**config.mk**
```make
export PLATFORM = sky130hd
export DESIGN_NAME = io_sequencer
export DESIGN_NICKNAME = d
export VERILOG_FILES = /design/src/rtl/io_sequencer.sv
export SDC_FILE = /design/constraint.sdc
export NUM_CORES = 1
export LEC_CHECK = 0
export ABC_AREA = 1
export CAP_MARGIN = 20
export CORE_UTILIZATION = 29
export CTS_BUF_LIST = sky130_fd_sc_hd__clkbuf_16
export DETAILED_ROUTE_END_ITERATION = 6
export PLACE_DENSITY = 0.67
export SLEW_MARGIN = 40
export SYNTH_ARGS = -nofsm -noshare
export SYNTH_HDL_FRONTEND = slang
export SYNTH_SLANG_ARGS = --single-unit
```
**constraint.sdc**
```tcl
create_clock -name clk -period 1.81 [get_ports clk]
set_input_delay 0.362 -clock clk [delete_from_list [all_inputs] [get_ports clk]]
set_output_delay 0.362 -clock clk [all_outputs]
set_load 0.02 [all_outputs]
```
**src/rtl/io_sequencer.sv**
```systemverilog
// io_sequencer: retires one operation at a time from the upstream stage.
// OP_IN reads a byte from the input device and offers it for cell
// write-back, OP_OUT sends the current cell value to the output device,
// and any other operation is acknowledged with no I/O activity.
// Opcode bit layout shared with the decoder: INC=0, DEC=1, LEFT=2,
// RIGHT=3, OUT=4, IN=5, JZ=6, JNZ=7. Only OUT and IN matter here.
module io_sequencer #(
  parameter int D_WIDTH   = 8,
  parameter int CNT_WIDTH = 16,
  parameter int OPCODE_W  = 8,
  parameter int OP_OUT    = 4,
  parameter int OP_IN     = 5
) (
  input  logic                 clk,
  input  logic                 reset,
  input  logic                 op_valid,
  input  logic [OPCODE_W-1:0]  op_code,
  input  logic [D_WIDTH-1:0]   op_data,
  output logic                 op_ack,
  input  logic                 in_valid,
  input  logic [D_WIDTH-1:0]   in_data,
  output logic                 in_ack,
  output logic                 out_valid,
  output logic [D_WIDTH-1:0]   out_data,
  input  logic                 out_ready,
  output logic                 res_valid,
  output logic [D_WIDTH-1:0]   res_data,
  input  logic                 res_ready,
  output logic                 busy,
  output logic [CNT_WIDTH-1:0] in_count,
  output logic [CNT_WIDTH-1:0] out_count
);

  localparam logic [2:0] S_IDLE     = 3'd0;
  localparam logic [2:0] S_WAIT_IN  = 3'd1;
  localparam logic [2:0] S_RESULT   = 3'd2;
  localparam logic [2:0] S_WAIT_OUT = 3'd3;
  localparam logic [2:0] S_DONE     = 3'd4;

  logic [2:0]           state_q, state_d;
  logic [D_WIDTH-1:0]   out_data_q, out_data_d;
  logic [D_WIDTH-1:0]   res_data_q, res_data_d;
  logic [CNT_WIDTH-1:0] in_count_q, in_count_d;
  logic [CNT_WIDTH-1:0] out_count_q, out_count_d;

  // Next-state, data capture and counter update. Operation fields are only
  // looked at in IDLE, so upstream changes while busy cannot disturb a
  // transfer in flight. IN takes priority when both I/O bits are set.
  always_comb begin
    state_d     = state_q;
    out_data_d  = out_data_q;
    res_data_d  = res_data_q;
    in_count_d  = in_count_q;
    out_count_d = out_count_q;
    case (state_q)
      S_IDLE: begin
        if (op_valid) begin
          if (op_code[OP_IN]) begin
            state_d = S_WAIT_IN;
          end else if (op_code[OP_OUT]) begin
            out_data_d = op_data;
            state_d    = S_WAIT_OUT;
          end else begin
            state_d = S_DONE;
          end
        end
      end
      S_WAIT_IN: begin
        if (in_valid) begin
          res_data_d = in_data;
          state_d    = S_RESULT;
        end
      end
      S_RESULT: begin
        if (res_ready) begin
          in_count_d = in_count_q + CNT_WIDTH'(1);
          state_d    = S_DONE;
        end
      end
      S_WAIT_OUT: begin
        if (out_ready) begin
          out_count_d = out_count_q + CNT_WIDTH'(1);
          state_d     = S_DONE;
        end
      end
      S_DONE: begin
        state_d = S_IDLE;
      end
      default: begin
        state_d = S_IDLE;
      end
    endcase
  end

  // State and datapath registers; reset abandons any transfer in flight.
  always_ff @(posedge clk) begin
    if (reset) begin
      state_q     <= S_IDLE;
      out_data_q  <= '0;
      res_data_q  <= '0;
      in_count_q  <= '0;
      out_count_q <= '0;
    end else begin
      state_q     <= state_d;
      out_data_q  <= out_data_d;
      res_data_q  <= res_data_d;
      in_count_q  <= in_count_d;
      out_count_q <= out_count_d;
    end
  end

  // Handshake outputs are pure state decodes; in_ack also needs in_valid
  // so the device sees its byte consumed in the same cycle it is captured.
  assign busy      = (state_q != S_IDLE);
  assign op_ack    = (state_q == S_DONE);
  assign out_valid = (state_q == S_WAIT_OUT);
  assign res_valid = (state_q == S_RESULT);
  assign in_ack    = (state_q == S_WAIT_IN) && in_valid;
  assign out_data  = out_data_q;
  assign res_data  = res_data_q;
  assign in_count  = in_count_q;
  assign out_count = out_count_q;

endmodule

```
=== Word level (Yosys, flattened, before mapping) ===
Cells that the tools add are included.
W data, S select, Z words.

* Add/sub/neg operators: 2
* Equal/unequal tests: 8
* Mux-type cells: 7
* Bitwise logic cells: 1
* Reduce and logical (&&, ||, !) cells: 8

{| class="wikitable"
|+ Operator list
! operator !! count
|-
| $add A16 B1 Y16 const B || 2
|-
| $mux W3 || 6
|-
| $pmux W3 S4 || 1
|-
| $reduce_and A4 Y1 || 2
|-
| $eq A3 B2 Y1 const B || 2
|-
| $reduce_and A2 Y1 || 3
|-
| $ne A2 B1 Y1 const B || 2
|-
| $ne A2 B2 Y1 const B || 2
|-
| $eq A3 B1 Y1 const B || 1
|-
| $eq A3 B3 Y1 const B || 1
|-
| $logic_not A3 Y1 || 1
|-
| $reduce_bool A3 Y1 || 1
|-
| $logic_and A1 B1 Y1 || 1
|-
| $not A1 Y1 || 1
|}

* Bits in registers: 51
* Input bits: 30
* Output and inout bits: 53
* Word-level logic and storage cells: 31

=== Longest topological paths before layout ===
* Depth in word-level cells: 4
* Depth in mapped cells: 9
* Gate-level depth less buffers: 9

=== Worst setup path after synthesis ===
OpenSTA, ideal clock, no wires.

* Kind: flip-flop to flip-flop
* Start point: register out_count_q[1] (netlist: out_count[1])
* End point: register out_count_q[8] (netlist: out_count[8])
* Setup time: 116 ps
* Arrival time: 1383 ps
* Data required time: 1694 ps
* Slack: 311 ps
* Cell stages (with the launch flop): 9
* Buffers on the path: 0
* Clock period less this slack: 1499 ps
* Cells stage by stage: dfxtp_1 -> ha_1 -> nand2_1 -> nor2_1 -> nand2_1 -> nor2_4 -> nand2_1 -> o21ai_0 -> nor2_1

* Longest elaborated chain between the ends: 1

{| class="wikitable"
|+ Ends and longest elaborated chain
! element !! line !! RTL
|-
| start, declared || 44 || <nowiki>logic [CNT_WIDTH-1:0] out_count_q, out_count_d;</nowiki>
|-
| start signal, assigned || 108 || <nowiki>out_count_q <= out_count_d;</nowiki>
|-
| $add A16 B1 Y16 || 82 || <nowiki>out_count_d = out_count_q + CNT_WIDTH'(1);</nowiki>
|}

No other way between the ends.
A chain may end at the register's enable or synchronous reset.

=== Worst setup path in the final report ===
* Start point: register in_count_q[9] (netlist: in_count[9])
* End point: output in_count[9]

{| class="wikitable"
|+ RTL lines
! element !! line !! RTL
|-
| start, declared || 43 || <nowiki>logic [CNT_WIDTH-1:0] in_count_q, in_count_d;</nowiki>
|-
| start signal, assigned || 107 || <nowiki>in_count_q <= in_count_d;</nowiki>
|-
| end, declared || 30 || <nowiki>output logic [CNT_WIDTH-1:0] in_count,</nowiki>
|}

No word-level cell between the ends.

==> impl_results.md <==
- Outcome: complete, no violations
- Num rows: 33
- CP endpoint kind: output port
- Worst vdd ir: 0.564 mV
- Commonest non-fill, non-tap cells in the layout: nor2_1 (87), nand2_1 (77), clkdlybuf4s50_1 (71)
- HP Class: reg2reg
- Setup Viol. Count Final: 0
- Crit share post-route: 95.0%
- Total Nets Final: 499
- PortBufs: 76
- Routed vias: 2,576
- Req. time, crit path: 1.45 ns
- Setup Buffers After CTS: 0
- Clk slew on worst S/H paths: 0.06 ns
- Critical path buffer and inverter count: 1
- Pwr dens: 878 mW/mm^2
- Initial antenna violation count: 0
- Die Wd: 94.6 um
- Post-Syn Area per Cell: 6.59 um^2
- Starting DRT DRC Count: 84
- GRT Resource Usage Total: 14.2%
- Cell area after synthesis: 0.00249 mm^2
- Total die area: 0.00895 mm^2
- Ports: 83
- Finished Layout Cells: 573
- Overflow after GRT: 0
- Post-layout min period: 1.72 ns
- RSZ-0062 raised after global routing: false
- Placed cells: 565
- Syn nets: 409
- Area Growth Syn to Fin: 44.7%
- Dpl cell area: 0.00346 mm^2
- Final RePlAce weighted congestion: 0.800
- CP arrival: 1.36 ns
- Crit-path slowest cell: clkdlybuf4s50_1
- Root Driver: clkbuf_16
- Sequential area share after synthesis: 41.1%
- Final instance area: 0.00360 mm^2
- Crit start category: flop
- Distinct cells, synth: 25
- Avg WL per Cell: 10.6 um
- Number of synthesized register bits: 51
- Max H-tree Level: 2
- CP top delay family: buffers and inverters
- TritonCTS Sinks: 51
- Final slew viol count: 0
- MaxCap Viol Count: 0
- Setup_tns: 0 ns
- ANT cells: 0
- Number of hold buffers added after cts: 0
- Clock Tree Buf Depth: 2
- Ys Warns: 0
- CTS tree: yes
- Max frequency: 582 MHz
- Share of layout cells above drive strength 1: 7.26%
- Die H: 94.6 um
- Seq. cell area: 0.00102 mm^2
- Core box area: 0.00826 mm^2
- DRC Markers: 0
- Vias in the first global route: 2,368
- CTS buffer count: 5
- Cell Chain, Critical Path: clkdlybuf4s50_1
- Crit Path Max Fanout: 6
- Syn Inst Count: 377
- Worst Tran Pin Value: 0.503 ns
- Multi-input combinational cell area: 0.00125 mm^2
- Starting Density: 30.1%
- Leak: 1.44 nW
- Max stage delay on crit path: 0.64 ns
- Post-DP HPWL: 4640 um
- Count of final hold-check violations: 0
- DRT Pass-1 Iters: 4
- Clock Skew: 0.00406 ns
- Post-route ant nets: 0
- Pin count of the biggest net entering global routing: 35
- Clock Latency Late Sink: 0.28 ns
- Vias per cell: 4.50
- Slew headroom: 66.2%
- Filler Cell Count: 841
- Commonest non-fill, non-tap cell in the layout: nor2_1
- Final WL: 6050 um
- First-pass GRT wire length: 10,100 um
- Kind of critical path: reg2out
-- per-stage QoR --
step	utilization [%]	setup slack (ns)	power, mW	hold WS, ns
floorplan	-	0.311	1.86	0.440
global placement	41.9	-0.152	2.29	0.468
detailed placement	41.9	-0.160	2.31	0.473
CTS	43.5	0.0571	3.19	0.488
global route	43.6	0.0137	3.35	0.521
finish	43.6	0.0909	3.16	0.484
-- cell type report --
type                    instances  share of cell area [%]
inverters                      52                    5.43
well taps                     105                    3.65
clock inverters                 3                   0.313
multi-input cells             268                    34.7
clock buffers                   5                    3.48
repair buffers                 89                    24.0
flip-flops and latches         51                    28.4
-- what timing repair did --
| action | 4_1_cts | 5_1_grt |
|---|---|---|
| pin swaps | 0 | 0 |
| resized for setup | 6 | 4 |
| endpoints found under the setup margin | 5 | 2 |
-- Yosys cell counts (all sizes together) --
library cell | number | share of area [%]
dfxtp | 51 | 41
a21oi | 15 | 3.0
and3 | 1 | 0.25
clkbuf | 4 | 0.60
o21ai | 26 | 5.2
xor2 | 1 | 0.35
nor3 | 16 | 3.2
nand2 | 77 | 12
nor3b | 1 | 0.30
nand4 | 10 | 3.4
buf | 2 | 0.40
a211oi | 1 | 0.30
nand3 | 22 | 4.9
ha | 2 | 1.0
inv | 52 | 7.9
nor2 | 94 | 16
nand3b | 1 | 0.30
a31oi | 1 | 0.25
-- routing by layer --
layer | track usage, % | share of wire [%] | up-vias | wire [um]
li1 | - | - | 1379 | -
met1 | 18.0 | 46 | 1131 | 2790
met2 | 23.5 | 48 | 59 | 2920
met3 | 2.74 | 3.9 | 7 | 237
met4 | 6.19 | 1.6 | 0 | 96
met5 | 0 | 0 | - | 0
-- sequential cells by signal, summed over array words and instances (netlist names) --
signal,flops
in_count,16
out_count,16
out_data,8
res_data,8
state_q,3
-- power by group --
| group | total [mW] | switching, mW | internal (mW) | leakage [nW] |
|---|---|---|---|---|
| Clock | 0.884 | 0.386 | 0.498 | 0.0701 |
| Combinational | 0.953 | 0.539 | 0.414 | 0.957 |
| Sequential | 1.32 | 0.0956 | 1.22 | 0.413 |
| Total | 3.16 | 1.02 | 2.14 | 1.44 |
-- logic make-up (layout without fill, tap and decap cells) --
logic type	Yosys count	in the layout	synth area share (%)
AND/OR/NAND/NOR	222	222	39.9
buffers and inverters	58	149	8.86
flip-flops	51	51	41.1
AO/OA/AOI/OAI	43	43	8.81
adder cells (fa/ha/maj)	2	2	1.01
XOR/XNOR	1	1	0.352
-- path summary, 6_finish.rpt --
| path | slack, ns | startpoint | cells after the start | to |
|---|---|---|---|---|
| max | 0.09 | in_count[9]$_SDFFE_PP0P_ | 1 | in_count[9] |
| min | 0.48 | out_data[5]$_SDFFE_PP0P_ | 2 | out_data[5]$_SDFFE_PP0P_ |
| max reg2reg | 0.31 | out_count[1]$_SDFFE_PP0P_ | 8 | out_count[8]$_SDFFE_PP0P_ |
| min reg2reg | 0.48 | out_data[5]$_SDFFE_PP0P_ | 2 | out_data[5]$_SDFFE_PP0P_ |
No activity file was read; power rests on OpenSTA's default activity.
